===== src/rtl/csi_rx_pkg.sv =====
// Shared definitions for the CSI-2 receive lane alignment logic.
// Contents:
//   - default interval and retry parameters for lane_align_controller
//   - align_state_e: lane alignment controller state encoding
//   - bits_for(): width needed to hold a given unsigned value
package csi_rx_pkg;

  localparam int unsigned ResetCyclesDefault = 5;
  localparam int unsigned SyncTimeoutDefault = 32;
  localparam int unsigned MaxRetriesDefault  = 3;

  typedef enum logic [2:0] {
    StIdle,
    StReset,
    StWaitSync,
    StSynced,
    StError
  } align_state_e;

  // Never returns less than 1, so a zero-valued quantity still gets a real bus.
  function automatic int unsigned bits_for(input int unsigned value);
    return (value < 2) ? 1 : $clog2(value + 1);
  endfunction

endpackage


===== src/rtl/lane_align_timer.sv =====
// Loadable saturating down-counter used for both the aligner reset interval and
// the per-attempt sync timeout.
// Ports:
//   clk        - byte clock
//   rst_n      - asynchronous active-low reset (count cleared to 0)
//   load       - load load_value this cycle (takes priority over counting)
//   load_value - value loaded; the interval lasts load_value+1 cycles
//   done       - count has reached 0 (saturates there)
module lane_align_timer #(
  parameter int unsigned WIDTH = 5
) (
  input  logic             clk,
  input  logic             rst_n,
  input  logic             load,
  input  logic [WIDTH-1:0] load_value,
  output logic             done
);

  logic [WIDTH-1:0] count_q, count_d;

  always_comb begin
    count_d = count_q;
    if (load) begin
      count_d = load_value;
    end else if (count_q != '0) begin
      count_d = count_q - WIDTH'(1);
    end
  end

  always_ff @(posedge clk or negedge rst_n) begin
    if (!rst_n) begin
      count_q <= '0;
    end else begin
      count_q <= count_d;
    end
  end

  assign done = (count_q == '0);

endmodule


===== src/rtl/lane_align_controller.sv =====
// Per-burst byte-aligner supervisor for the CSI-2 data lanes. On each high-speed
// burst it captures the enabled-lane mask, pulses the aligner resets, waits for
// every enabled lane to report sync and retries a bounded number of times before
// flagging an error. All outputs come straight from flops.
// Ports:
//   clk_i          - byte clock (single clock domain)
//   reset_n_i      - asynchronous active-low reset; release synchronised inside
//   hs_active_i    - D-PHY high-speed burst in progress
//   lane_enable_i  - lanes in use (sampled once per burst)
//   lane_aligned_i - per-lane aligner sync-found flags
//   aligner_reset_o- per-lane aligner reset, active-high
//   lanes_synced_o - all captured lanes aligned
//   sync_error_o   - alignment failed after all retries
//   retry_count_o  - retry attempts consumed in this burst
module lane_align_controller
  import csi_rx_pkg::*;
#(
  parameter int unsigned LANES        = 4,
  parameter int unsigned RESET_CYCLES = ResetCyclesDefault,
  parameter int unsigned SYNC_TIMEOUT = SyncTimeoutDefault,
  parameter int unsigned MAX_RETRIES  = MaxRetriesDefault
) (
  input  logic                             clk_i,
  input  logic                             reset_n_i,
  input  logic                             hs_active_i,
  input  logic [LANES-1:0]                 lane_enable_i,
  input  logic [LANES-1:0]                 lane_aligned_i,
  output logic [LANES-1:0]                 aligner_reset_o,
  output logic                             lanes_synced_o,
  output logic                             sync_error_o,
  output logic [bits_for(MAX_RETRIES)-1:0] retry_count_o
);

  localparam int unsigned RetryW   = bits_for(MAX_RETRIES);
  localparam int unsigned TimerMax = (RESET_CYCLES > SYNC_TIMEOUT) ? RESET_CYCLES : SYNC_TIMEOUT;
  localparam int unsigned TimerW   = bits_for(TimerMax - 1);

  // Intervals include the entry cycle, so the timer is loaded with length-1.
  localparam logic [TimerW-1:0] ResetLoad = TimerW'(RESET_CYCLES - 1);
  localparam logic [TimerW-1:0] SyncLoad  = TimerW'(SYNC_TIMEOUT - 1);
  localparam logic [RetryW-1:0] RetryMax  = RetryW'(MAX_RETRIES);

  // Reset synchroniser: assertion is immediate, release lands on a clock edge.
  logic [1:0] rst_sync_q;
  logic       rst_n;

  always_ff @(posedge clk_i or negedge reset_n_i) begin
    if (!reset_n_i) begin
      rst_sync_q <= 2'b00;
    end else begin
      rst_sync_q <= {rst_sync_q[0], 1'b1};
    end
  end

  assign rst_n = rst_sync_q[1];

  align_state_e      state_q, state_d;
  logic [LANES-1:0]  mask_q, mask_d;
  logic [RetryW-1:0] retry_q, retry_d;
  logic [LANES-1:0]  aligner_reset_q, aligner_reset_d;
  logic              lanes_synced_q, lanes_synced_d;
  logic              sync_error_q, sync_error_d;

  logic              timer_load;
  logic [TimerW-1:0] timer_value;
  logic              timer_done;
  logic              all_aligned;

  assign all_aligned = ((lane_aligned_i & mask_q) == mask_q);

  lane_align_timer #(
    .WIDTH (TimerW)
  ) u_timer (
    .clk        (clk_i),
    .rst_n      (rst_n),
    .load       (timer_load),
    .load_value (timer_value),
    .done       (timer_done)
  );

  // State and output registers.
  always_ff @(posedge clk_i or negedge rst_n) begin
    if (!rst_n) begin
      state_q         <= StIdle;
      mask_q          <= '0;
      retry_q         <= '0;
      aligner_reset_q <= '1;
      lanes_synced_q  <= 1'b0;
      sync_error_q    <= 1'b0;
    end else begin
      state_q         <= state_d;
      mask_q          <= mask_d;
      retry_q         <= retry_d;
      aligner_reset_q <= aligner_reset_d;
      lanes_synced_q  <= lanes_synced_d;
      sync_error_q    <= sync_error_d;
    end
  end

  // Next-state logic. Burst end overrides everything else.
  always_comb begin
    state_d = state_q;
    mask_d  = mask_q;
    retry_d = retry_q;
    if (!hs_active_i) begin
      state_d = StIdle;
    end else begin
      unique case (state_q)
        StIdle: begin
          if (lane_enable_i != '0) begin
            state_d = StReset;
            mask_d  = lane_enable_i;
          end
        end
        StReset: begin
          if (timer_done) state_d = StWaitSync;
        end
        StWaitSync: begin
          // Alignment wins over a coincident timeout.
          if (all_aligned) begin
            state_d = StSynced;
          end else if (timer_done) begin
            if (retry_q < RetryMax) begin
              state_d = StReset;
              retry_d = retry_q + RetryW'(1);
            end else begin
              state_d = StError;
            end
          end
        end
        StSynced: begin
          if (!all_aligned) state_d = StReset;
        end
        StError: state_d = StError;
        default: state_d = StIdle;
      endcase
    end
    if (state_d == StIdle) begin
      mask_d  = '0;
      retry_d = '0;
    end
  end

  // Output decode from the next state so the registered outputs track the state.
  always_comb begin
    aligner_reset_d = '1;
    lanes_synced_d  = 1'b0;
    sync_error_d    = 1'b0;
    timer_load      = (state_d != state_q) && ((state_d == StReset) || (state_d == StWaitSync));
    timer_value     = (state_d == StReset) ? ResetLoad : SyncLoad;
    unique case (state_d)
      StWaitSync: aligner_reset_d = ~mask_d;
      StSynced: begin
        aligner_reset_d = ~mask_d;
        // Flag rises one cycle after SYNCED is entered and drops on exit.
        lanes_synced_d  = (state_q == StSynced);
      end
      StError: sync_error_d = 1'b1;
      default: ;
    endcase
  end

  assign aligner_reset_o = aligner_reset_q;
  assign lanes_synced_o  = lanes_synced_q;
  assign sync_error_o    = sync_error_q;
  assign retry_count_o   = retry_q;

endmodule


===== config.mk =====
export PLATFORM = sky130hd
export DESIGN_NAME = lane_align_controller
export DESIGN_NICKNAME = d
export VERILOG_FILES = /design/src/rtl/csi_rx_pkg.sv /design/src/rtl/lane_align_timer.sv /design/src/rtl/lane_align_controller.sv
export SDC_FILE = /design/constraint.sdc
export NUM_CORES = 1
export LEC_CHECK = 0
export ABC_AREA = 1
export ABC_CLOCK_PERIOD_IN_PS = 2100
export CAP_MARGIN = 20
export CORE_MARGIN = 2
export CORE_UTILIZATION = 42
export DETAILED_ROUTE_END_ITERATION = 6
export GPL_ROUTABILITY_DRIVEN = 0
export MAX_ROUTING_LAYER = met4
export PLACE_DENSITY = 0.69
export SYNTH_ARGS = -nofsm -noshare
export SYNTH_HDL_FRONTEND = slang
export SYNTH_SLANG_ARGS = --single-unit

===== constraint.sdc =====
create_clock -name clk_i -period 2.1 [get_ports clk_i]
set_input_delay 0.21 -clock clk_i [delete_from_list [all_inputs] [get_ports clk_i]]
set_output_delay 0.21 -clock clk_i [all_outputs]
set_load 0.02 [all_outputs]

# After elaboration in Yosys (flattened, before gate mapping)
# Cells that the tools add are included.
dict set report totals {
  ramBits 0
  rom_bits 0
  output_inout_bits 8
  latch_bits 0
  wordCells 62
  n_memories 0
  register_bits 22
}
dict set report classes {
  n_eq_ne 11
  n_shift 0
  n_mul 0
  n_mux 24
  add_sub_neg 2
  magnitude_cmp 1
  bitwise_logic 2
  n_div 0
  n_reduce_logical 14
}
# cell count
set op_table {}
lappend op_table {{$mux W3} 7}
lappend op_table {{$mux W4} 5}
lappend op_table {{$mux W5} 3}
lappend op_table {{$pmux W3 S5} 1}
lappend op_table {{$eq A3 B2 Y1 const B} 4}
lappend op_table {{$mux W2} 6}
lappend op_table {{$reduce_bool A2 Y1} 5}
lappend op_table {{$eq A3 B1 Y1 const B} 2}
lappend op_table {{$eq A3 B3 Y1 const B} 2}
lappend op_table {{$logic_not A3 Y1} 2}
lappend op_table {{$logic_not A5 Y1} 1}
lappend op_table {{$reduce_and A5 Y1} 1}
lappend op_table {{$reduce_bool A5 Y1} 1}
lappend op_table {{$sub A5 B1 Y5 const B} 1}
lappend op_table {{$and A4 B4 Y4} 1}
lappend op_table {{$eq A4 B4 Y1} 1}
lappend op_table {{$not A4 Y4} 1}
lappend op_table {{$reduce_bool A4 Y1} 1}
lappend op_table {{$ne A3 B3 Y1} 1}
lappend op_table {{$add A2 B1 Y2 const B} 1}
lappend op_table {{$lt A2 B2 Y1 const B} 1}
lappend op_table {{$mux W1} 2}
lappend op_table {{$ne A2 B1 Y1 const B} 1}
lappend op_table {{$reduce_or A2 Y1} 1}
lappend op_table {{other kinds (2)} 2}

# Depth between registers and ports, before layout
# Gate-level depths: netlist of run 1.
dict set report depth {
  word_depth 10
  mapped_depth 19
  mapped_depth_nobuf 19
}

# By module
# From an unflattened synthesis of run 1, not the netlist that was laid out.
dict set report unflattened {
  hier_cells 160
  area_unflattened_um2 1257.5
}
# module cells_each instances area_each_um2
set by_module_without_submodules {}
lappend by_module_without_submodules {lane_align_controller 121 1 954.7}
lappend by_module_without_submodules {lane_align_timer 39 1 302.8}

# Least setup slack after synthesis of run 1
# OpenSTA, ideal clock, no wires.
dict set report synth_timing {
  path_kind {register to register}
  from {reg u_timer.count_q[0]}
  to {reg u_timer.count_q[1]}
  path_slack_ns 0.325
  required_time_ns 1.984
  n_path_buf 0
  stages_incl_launch_ff 20
  arrival_ns 1.658
  setup_ns 0.116
  cell_sequence {dfrtp_1 -> inv_1 -> ha_1 -> inv_1 -> nor2_1 -> nand2_2 -> inv_2 -> nand2_1 -> inv_2 -> nor2_1 -> nand2_1 -> nand2_2 -> nand2_1 -> nand2_1 -> nand2_2 -> nand2_4 -> nand2_4 -> inv_2 -> nand2_1 -> nand2_1}
}
dict set report synth_via {
  elab_chain_cells 9
  elab_cells_between_ends 17
}
# element line
set synth_lines {}
lappend synth_lines {{start: declaration} lane_align_timer.sv:19} ;# logic [WIDTH-1:0] count_q, count_d;
lappend synth_lines {{start signal: assignment} lane_align_timer.sv:34} ;# count_q <= count_d;
lappend synth_lines {{$logic_not A5 Y1} lane_align_timer.sv:38} ;# assign done = (count_q == '0);
lappend synth_lines {{$mux W3} lane_align_controller.sv:122} ;# end else if (timer_done) begin
lappend synth_lines {{$mux W3} lane_align_controller.sv:120} ;# if (all_aligned) begin
lappend synth_lines {{$pmux W3 S5} lane_align_controller.sv:108} ;# unique case (state_q)
lappend synth_lines {{$mux W3} lane_align_controller.sv:105} ;# if (!hs_active_i) begin
lappend synth_lines {{$eq A3 B1 Y1 / $eq A3 B2 Y1 (equally long branches)} {lane_align_controller.sv:149, lane_align_controller.sv:150}}
lappend synth_lines {{$logic_or A1 B1 Y1} lane_align_controller.sv:149} ;# timer_load = (state_d != state_q) && ((state_d == StReset) || (state_d == StWaitSync));
lappend synth_lines {{$logic_and A1 B1 Y1} lane_align_controller.sv:149}
lappend synth_lines {{$mux W5 / $reduce_bool A2 Y1 (equally long branches)} --}
# Several ways; a longest one is shown, not always the timed one. The select of a mux whose other input is x is not followed.
# A chain may end at the register's enable or synchronous reset.

# Worst setup path after layout of run 1
dict set report layout_timing {
  from {reg u_timer.count_q[0]}
  to {reg u_timer.count_q[0]}
}
# The elaborated chain is that of the path after synthesis.

==> impl_metrics.tcl, run 1 <==
set metrics [dict create \
    vdd_drop_max_v 0.0006919 \
    final-hold-violation-count 0 \
    final_common_cell "nand2_1" \
    ant_nets 0 \
    post-route-period-util_pct 90.94 \
    drt_iter0_drc 16 \
    cp_max_fo 6 \
    drive_gt1_share_pct 17.03 \
    drv_slew 0 \
    ys_seq_area_share_pct 45.31 \
    rsz0062_at_grt "false" \
    cts_root_buffer "clkbuf_4" \
    fin_nets 197 \
    syn_inst 160 \
    worst_slew_pin_slew_ns 0.8163 \
    yosys.area.top_type "dfrtp_1" \
    finClkSkew_ns 0.002541 \
    crit_required_ns 2.35 \
    core_area_um2 2758 \
    rows 19 \
    clk_latency_ns 0.30 \
    synth_area_um2 1226 \
    io_buffers 18 \
    vias_per_cell 4.704 \
    dieArea_um2 3367 \
    cts_buffers 3 \
    grt_usage_pct 15.93 \
    cp-start-kind "register" \
    hp-class "in2async" \
    max_cap_violations 0 \
    overflow 0 \
    ys_types 25 \
    syn_to_final_growth_pct 22.35 \
    max-slew-margin-rel_pct 45.58 \
    placed_area_um2 1445 \
    cp-end-kind "register" \
    yosysWarnings 0 \
    synth_area_per_cell_um2 7.664 \
    syn_nets 174 \
    cts_tree "done" \
    h-tree-depth 1 \
    synth_top_area_share_pct 36.73 \
    start_util_pct 44.46 \
    p_per_area_nw_per_um2 935.7 \
    path_class "reg2reg" \
    cts.sinks 22 \
    final_util_pct 54.40 \
    clock_path_buffers 2 \
    clk_pin_slew_ns 0.12 \
    synth-seq-cells 22 \
    p_leak_nw 0.8425 \
    pin_count 19 \
    synth_area_leaders "dfrtp_1 (37%), nand2_1 (15%), dfstp_2 (8.6%), inv_1 (8.6%), nand2_4 (3.7%)" \
    first_global_vias 946 \
    post_cts_buffers 0 \
    wire_per_inst_um 10.69 \
    hpwl_um 1790 \
    pre_cts_slack_ns 0.1372 \
    setup_viol 0 \
    arrival_ns 2.16 \
    num_vias 1002 \
    grt_pass1_wl_um 4008 \
    fmax_ghz 0.5236 \
    drt_pass1_iterations 4 \
    wirelength_um 2278 \
    drc 0 \
    die_y_um 58.03 \
    design_area_um2 1500 \
    status "finished, final reports clean" \
    antenna_found_initial 0 \
    fp.dieW_um 58.03 \
    grt_max_degree 21 \
    fillers 263 \
    diodes 0 \
    fin_setup_tns_ns 0 \
    finalCriticalPeriod_ns 1.910 \
    final.setup.worst_slack_ns 0.1902 \
    final_cell_mix "nand2_1 (49), inv_1 (26), clkdlybuf4s50_1 (18), dfrtp_1 (18)" \
]
[state kept, by name, summed over array words and instances (netlist names)]
register,count
aligner_reset_o,4
u_timer.count_q,5
lanes_synced_o,1
retry_count_o,2
rst_sync_q,2
mask_q,4
state_q,3
sync_error_o,1
[kinds of logic (layout without fill, tap and decap cells)]
kind of cell / after synthesis / after routing / synth area share [%]
compound gates: 13 / 13 / 6.224
xor+xnor: 4 / 4 / 2.858
fa+ha+maj: 3 / 3 / 3.062
buf+inv: 35 / 57 / 11.02
flops: 22 / 22 / 45.31
mux: 1 / 1 / 0.9183
other cells: 1 / 1 / 0.3058
simple gates: 81 / 81 / 30.31
[metal layers]
| metal | vias to the layer above | track usage [%] | share of wire, % |
|---|---|---|---|
| li1 | 525 | - | - |
| met1 | 466 | 19.45 | 47 |
| met2 | 9 | 26.95 | 50 |
| met3 | 2 | 2.679 | 1.9 |
| met4 | 0 | 4.983 | 0.66 |
| met5 | - | - | 0 |
[final timing paths]
path | from | to | slack, ns | cells after the start
min in group clk_i | rst_sync_q[0] | rst_sync_q[1] | 0.37 | 0
worst max register to register | u_timer.count_q[0] | u_timer.count_q[0] | 0.19 | 18
worst min-delay path | reset_n_i | rst_sync_q[1] | 0.05 | 1
max in group asynchronous | rst_sync_q[1] | mask_q[2] | 1.25 | 0
worst max-delay path | u_timer.count_q[0] | u_timer.count_q[0] | 0.19 | 18
worst min register to register | rst_sync_q[1] | retry_count_o[1] | 0.35 | 0
[stage by stage]
stage / power, W / std cells / hold WS (ns)
global route: 0.001533 / 213 / 0.02167
global placement: 0.001070 / 209 / 0.3412
CTS: 0.001416 / 213 / 0.02816
floorplan: 0.0009741 / 160 / -0.08559
detailed placement: 0.001085 / 209 / 0.3417
finish: 0.001404 / 213 / 0.04648
[critical path, stage by stage (launching register included)]
cell	delay (ns)
dfrtp_1	0.42
inv_2	0.08
ha_1	0.14
inv_1	0.04
nor2_2	0.10
nand3b_1	0.12
o21ai_0	0.09
nand2_1	0.10
nand2_4	0.09
nand2_4	0.06
nand2_1	0.05
nand2_1	0.06
nor2_2	0.09
nand2_2	0.07
nand2_4	0.09
nand2_4	0.06
inv_2	0.07
nand2_1	0.05
nand2_1	0.06
[synthesized netlist by cell type, drive strengths merged]
library cell / instances
inv: 34
nor3: 2
nand3b: 1
nand3: 7
nand4: 2
xnor2: 2
dfrtp: 18
nand2: 56
conb: 1
o22ai: 4
a21oi: 4
o31ai: 1
nor2: 13
o21ai: 4
buf: 1
dfstp: 4
mux2: 1
ha: 3
xor2: 2
[area by class of cell]
type,count,area (um^2),area share (%)
repair buffers,19,187.7,12.51
multi-input cells,103,538.0,35.86
flip-flops and latches,22,555.5,37.03
well taps,31,38.79,2.585
inverters,34,127.6,8.507
clock buffers,3,22.52,1.501
clock inverters,1,30.03,2.002
[what timing repair did]
item / CTS / global route
endpoints found under the setup margin: 0 / 10
gates resized for setup: 0 / 3
hold buffers: 0 / 0
[power breakdown]
part | total [W] | internal [W] | switching [W]
clock network | 0.000319 | 0.000193 | 0.000127
logic | 0.000516 | 0.000209 | 0.000307
registers | 0.000568 | 0.000495 | 0.0000733
total | 0.00140 | 0.000896 | 0.000507
(Power assumes the default switching activity.)
==> run 2: changes to the inputs <==
- CTS_CLUSTER_DIAMETER: not set -> 100
- SYNTH_HIERARCHICAL: not set -> 1
==> run 2 against run 1 <==
The run now ends with negative setup slack left. Setup slack worse by 0.23 ns. Area after synthesis up 2.6%. Count of clock-buffer cells in the layout unchanged. Critical endpoint is now u_timer/count_q[0].
==> impl_metrics.tcl, run 2 <==
set metrics [dict create \
    reg2reg_from "u_timer/count_q[1]" \
    clk_latency_ns 0.31 \
    rows 19 \
    dieArea_um2 3447 \
    path_class "reg2reg" \
    grt_max_degree 21 \
    first_global_vias 1169 \
    finalCriticalPeriod_ns 2.142 \
    worstSetupStartpoint "u_timer/count_q[1]" \
    endpoint "u_timer/count_q[0]" \
    yosysWarnings 6 \
    fp.dieW_um 58.72 \
    yosys.area.top_type "dfrtp_1" \
    placed_area_um2 1589 \
    yosysMostFrequentCell "nand2_1" \
    max-slew-margin-rel_pct 45.19 \
    arrival_ns 2.36 \
    p_per_area_nw_per_um2 965.3 \
    report.power.total_w 0.001711 \
    vias_per_cell 4.895 \
    wirelength_um 2925 \
    ys_top_cells_by_count "nand2_1 (47), dfrtp_1 (18), inv_1 (18)" \
    placed_cells 222 \
    die_y_um 58.72 \
    rsz0062_at_grt "true" \
    synth-seq-cells 22 \
    drive_gt1_share_pct 36.89 \
    ys.flop_type "dfrtp_1" \
    ys_seq_area_share_pct 44.18 \
    crit_required_ns 2.31 \
    synth_edf_count 0 \
    status "complete, but fails checks" \
    grt_usage_pct 19.32 \
    grt_pass1_wl_um 4974 \
    reg2reg_depth 18 \
    synth_area_per_cell_um2 7.859 \
    pin_count 19 \
    cts_root_buffer "clkbuf_4" \
    fin_nets 220 \
    num_vias 1160 \
    synth_area_leaders "dfrtp_1 (36%), nand2_1 (14%), dfstp_2 (8.4%), inv_1 (5.4%), o21ai_0 (4.0%)" \
    overflow 0 \
    cp-start-kind "register" \
    pre_cts_slack_ns -0.1227 \
    final-hold-violation-count 0 \
    antenna_found_initial 0 \
    grt_use_met1_pct 25.35 \
    finClkSkew_ns 0.003723 \
    p_leak_nw 0.9273 \
    synth_top_area_share_pct 35.82 \
    post-route-period-util_pct 102.0 \
    h-tree-depth 1 \
    violations "negative setup slack" \
    cts_tree "done" \
    busiest_layer "met2" \
    regMostFlops "u_timer/count_q" \
    core_area_um2 2805 \
    met3_usage_pct 2.637 \
    ant_nets 0 \
    fin_setup_tns_ns -0.09998 \
    design_area_um2 1773 \
    vdd_drop_max_v 0.0005693 \
    max_cap_violations 0 \
    clock_path_buffers 2 \
    drc 0 \
    stdcell_count 237 \
    syn_inst 160 \
    cts_buffers 3 \
    drv_slew 0 \
    r2r_end "u_timer/count_q[0]" \
    drt_pass1_iterations 4 \
    hpwl_um 2076 \
    wire_per_inst_um 12.34 \
    setup_viol 3 \
    reg2reg_setup_slack_ns -0.04 \
    cp_max_fo 6 \
    ys_types 31 \
    worst_slew_pin_slew_ns 0.8221 \
    final_cell_mix "nand2_1 (44), buf_4 (23), clkdlybuf4s50_1 (18), dfrtp_1 (18), inv_2 (15)" \
    diodes 0 \
    io_buffers 18 \
    largest_reg_flops 5 \
    final.setup.worst_slack_ns -0.04199 \
    gr-usage-met2_pct 31.14 \
    final_common_cell "nand2_1" \
    synth-async-reset-ratio_pct 100.0 \
    cp-end-kind "register" \
    hp-class "in2async" \
    syn_to_final_growth_pct 40.99 \
    clk_pin_slew_ns 0.12 \
    drt_iter0_drc 46 \
    cts.sinks 22 \
    fmax_ghz 0.4669 \
    start_util_pct 44.83 \
    synth_area_um2 1257 \
]
[run 2: changes by cell type after synthesis, moves of 3 or more]
cell     change
o22ai_1      -4
nand2_2      +3
inv_1       -10
nor2_2       -3
inv_2        +5
o21ai_0      +9
a21oi_1      -4
o21ai_1      +3
[run 2: per-layer routing]
metal  vias up  wire length (um)
li1        584                 -
met1       539              1368
met2        30              1410
met3         7                95
met4         0                50
met5         -                 0
[run 2: repair_timing]
item	in CTS	in global routing
buffers inserted	5	6
hold buffers	0	0
endpoints found under the setup margin	5	6
pin swaps	6	9
gates resized for setup	6	10
[run 2: cells by family (layout without fill, tap and decap cells)]
family / Yosys count / count (layout) / share of synthesized area, %
xor gates and xnor gates: 2 / 2 / 1.393
AOI/OAI and AO/OA: 18 / 18 / 8.259
DFF: 22 / 22 / 44.18
adders and majority gates: 2 / 2 / 1.990
and+or+nand+nor: 82 / 82 / 32.64
buffers and inverters: 33 / 78 / 11.24
other: 1 / 2 / 0.2982
[run 2: where the power goes]
part	leakage, nW	switching (W)	internal (W)
clock network	0.0279	0.000137	0.000193
registers	0.277	0.0000637	0.000492
logic	0.623	0.000421	0.000404
[run 2: how the worst min path moves through the flow]
stage               slack [ns]             to          start  cells past startpoint
finish                    0.04  rst_sync_q[0]      reset_n_i                      1
floorplan                -0.09  rst_sync_q[0]      reset_n_i                      0
detailed placement        0.34  rst_sync_q[1]  rst_sync_q[0]                      0
CTS                       0.03  rst_sync_q[0]      reset_n_i                      1
global route              0.03  rst_sync_q[1]      reset_n_i                      1
global placement          0.34  rst_sync_q[1]  rst_sync_q[0]                      0
[run 2: layout make-up]
type | instances | area [um^2]
inverter | 32 | 130.1
clock inverter | 1 | 30.03
fill | 234 | 1032
clock buffer | 3 | 22.52
timing repair buffer | 42 | 364.1
multi-input combinational | 106 | 631.9
tap | 31 | 38.79
sequential | 22 | 555.5
[run 2: critical path, cell delays in order (launching register included)]
cell and delay [ns]:
dfrtp_1 0.41, inv_2 0.09, ha_4 0.13, nand3_2 0.08, inv_2 0.09, inv_2 0.04
or2_1 0.21, nand2_1 0.08, o21ai_2 0.06, nand2_2 0.09, nand2_4 0.08, nand2_1 0.08
nand2_1 0.08, nor2_4 0.13, nor2_4 0.06, inv_2 0.09, nand4_4 0.10, nand2_1 0.08
o21ai_1 0.07
[run 2: through the flow]
step	util (%)	hold WS, ns
floorplan	-	-0.08559
finish	63.20	0.03678
CTS	60.35	0.02537
detailed placement	56.65	0.3402
global placement	56.65	0.3377
global route	63.20	0.02586
==> run 3: changes to the inputs <==
- REMOVE_ABC_BUFFERS: not set -> 1
==> run 3 against run 2 <==
The run ends with design-rule violations, negative setup slack left. Count of clock-buffer cells in the layout did not move. Sequential power barely moved. Die area did not move. Total power rose by 4.9%. Maximum frequency fell by 0.73%. Core utilization rose by 1.4 points. Cell area rose by 2.3%. Wire length rose by 7.9%. Critical path type unchanged. Largest power group unchanged.
==> impl_metrics.tcl, run 3 (synthesis results as in run 2) <==
set metrics [dict create \
    largest_reg_flops 5 \
    pwr-share-seq_pct 31.0 \
    pre_cts_slack_ns -0.3035 \
    hpwl_um 2222 \
    cts_root_buffer "clkbuf_4" \
    status "complete, but fails checks" \
    p_per_area_nw_per_um2 990.3 \
    cp-start-kind "register" \
    clkPwrFrac_pct 18.3 \
    final.setup.worst_slack_ns -0.05783 \
    finalCriticalPeriod_ns 2.158 \
    post-route-period-util_pct 102.8 \
    cts_tree "done" \
    drv_slew 0 \
    first_global_vias 1219 \
    finClkSkew_ns 0.008202 \
    wirelength_um 3157 \
    cp-end-kind "register" \
    power.internal_w 0.001140 \
    vias_per_cell 4.959 \
    drt_pass1_iterations 6 \
    fin_setup_tns_ns -0.1509 \
    pin_count 19 \
    violations "design-rule violations, negative setup slack" \
    placed_area_um2 1619 \
    highest_layer "met4" \
    clk_latency_ns 0.31 \
    cts_buffers 3 \
    core_area_um2 2805 \
    crit_required_ns 2.31 \
    path_class "reg2reg" \
    num_vias 1200 \
    hp-class "in2async" \
    report.power.total_w 0.001795 \
    power.net_switching_w 0.0006551 \
    dieArea_um2 3447 \
    start_util_pct 44.83 \
    drt-met1-wl_um 1291 \
    final_common_cell "nand2_1" \
    io_buffers 18 \
    drt_iter0_drc 42 \
    rsz0062_at_grt "true" \
    setup_viol 4 \
    met3_length_um 113 \
    drc 2 \
    clock_path_buffers 2 \
    fin_nets 225 \
    worst_slew_pin_slew_ns 0.7781 \
    die_y_um 58.72 \
    grt_max_degree 21 \
    drive_gt1_share_pct 38.39 \
    clk_pin_slew_ns 0.13 \
    wl_met2_um 1678 \
    max_cap_violations 0 \
    syn_to_final_growth_pct 44.18 \
    p_leak_nw 0.9500 \
    grt_usage_pct 21.87 \
    cts.sinks 22 \
    wire_per_inst_um 13.05 \
    max-slew-margin-rel_pct 48.13 \
    final_util_pct 64.63 \
    switching_share_pct 36.49 \
    antenna_found_initial 0 \
    ant_nets 0 \
    rows 19 \
    holdBufCountCts 0 \
    fp.dieW_um 58.72 \
    cp_max_fo 7 \
    final_cell_mix "nand2_1 (42), buf_4 (29), clkdlybuf4s50_1 (18), dfrtp_1 (18)" \
    final-hold-violation-count 0 \
    regMostFlops "u_timer/count_q" \
    design_area_um2 1813 \
    h-tree-depth 1 \
    grt_pass1_wl_um 5388 \
    diodes 0 \
    overflow 0 \
    combPwrFrac_pct 50.7 \
    vdd_drop_max_v 0.0004996 \
    fmax_ghz 0.4634 \
    arrival_ns 2.36 \
]
==> run 3: final timing paths <==
check	startpoint	to	slack, ns	cells past startpoint
setup / recovery	u_timer/count_q[1]	u_timer/count_q[0]	-0.06	18
hold / removal	reset_n_i	rst_sync_q[0]	0.03	1
setup reg to reg	u_timer/count_q[1]	u_timer/count_q[0]	-0.06	18
hold reg to reg	rst_sync_q[1]	u_timer/count_q[4]	0.32	0
max in group asynchronous	rst_sync_q[1]	state_q[2]	1.29	0
min in group clk_i	rst_sync_q[0]	rst_sync_q[1]	0.38	0
==> run 3: what timing repair did <==
item,in CTS,in global routing
gates resized for setup,15,8
setup buffers,5,4
setup endpoints to repair,5,7
pin swaps,8,10
==> run 3: worst max-delay path, cell delays in order, from the launching register on <==
cell and delay [ns]:
dfrtp_1 0.43, inv_2 0.09, ha_4 0.14, nand3_4 0.08, inv_4 0.08, inv_2 0.03
or2_1 0.22, nand2_1 0.07, o21ai_1 0.06, nand2_2 0.09, nand2_4 0.08, nand2_2 0.08
nand2_2 0.08, nor2_4 0.13, nor2_4 0.06, inv_2 0.09, nand4_4 0.09, nand2_1 0.08
o21ai_1 0.06
==> run 3: layout make-up <==
type,count,area (um^2)
Sequential cell,22,555.5
Inverter,32,132.6
Clock inverter,1,30.03
Tap cell,31,38.79
Clock buffer,3,22.52
Timing Repair Buffer,47,397.9
Multi-Input combinational cell,106,635.6
Fill cell,231,992.2
==> run 3: layer usage <==
metal	vias up	global-route usage, %
met1	567	23.98
met3	8	3.956
met4	0	10.71
met5	-	-
met2	31	38.04
li1	594	-
==> run 3: stage by stage <==
step	std cells	hold WS [ns]
final	242	0.03118
after detailed placement	229	0.3396
after floorplan	160	-0.08559
after global routing	242	0.008643
after CTS	238	0.02655
after global placement	229	0.3427
==> run 3: power groups by stage <==
| stage | combinational (W) | sequential, W | clock [W] |
|---|---|---|---|
| floorplan | 0.000388 | 0.000548 | 0 |
| global placement | 0.000642 | 0.000554 | 0 |
| detailed placement | 0.000670 | 0.000558 | 0 |
| CTS | 0.000811 | 0.000556 | 0.000336 |
| global route | 0.000994 | 0.000564 | 0.000364 |
| finish | 0.000910 | 0.000557 | 0.000328 |
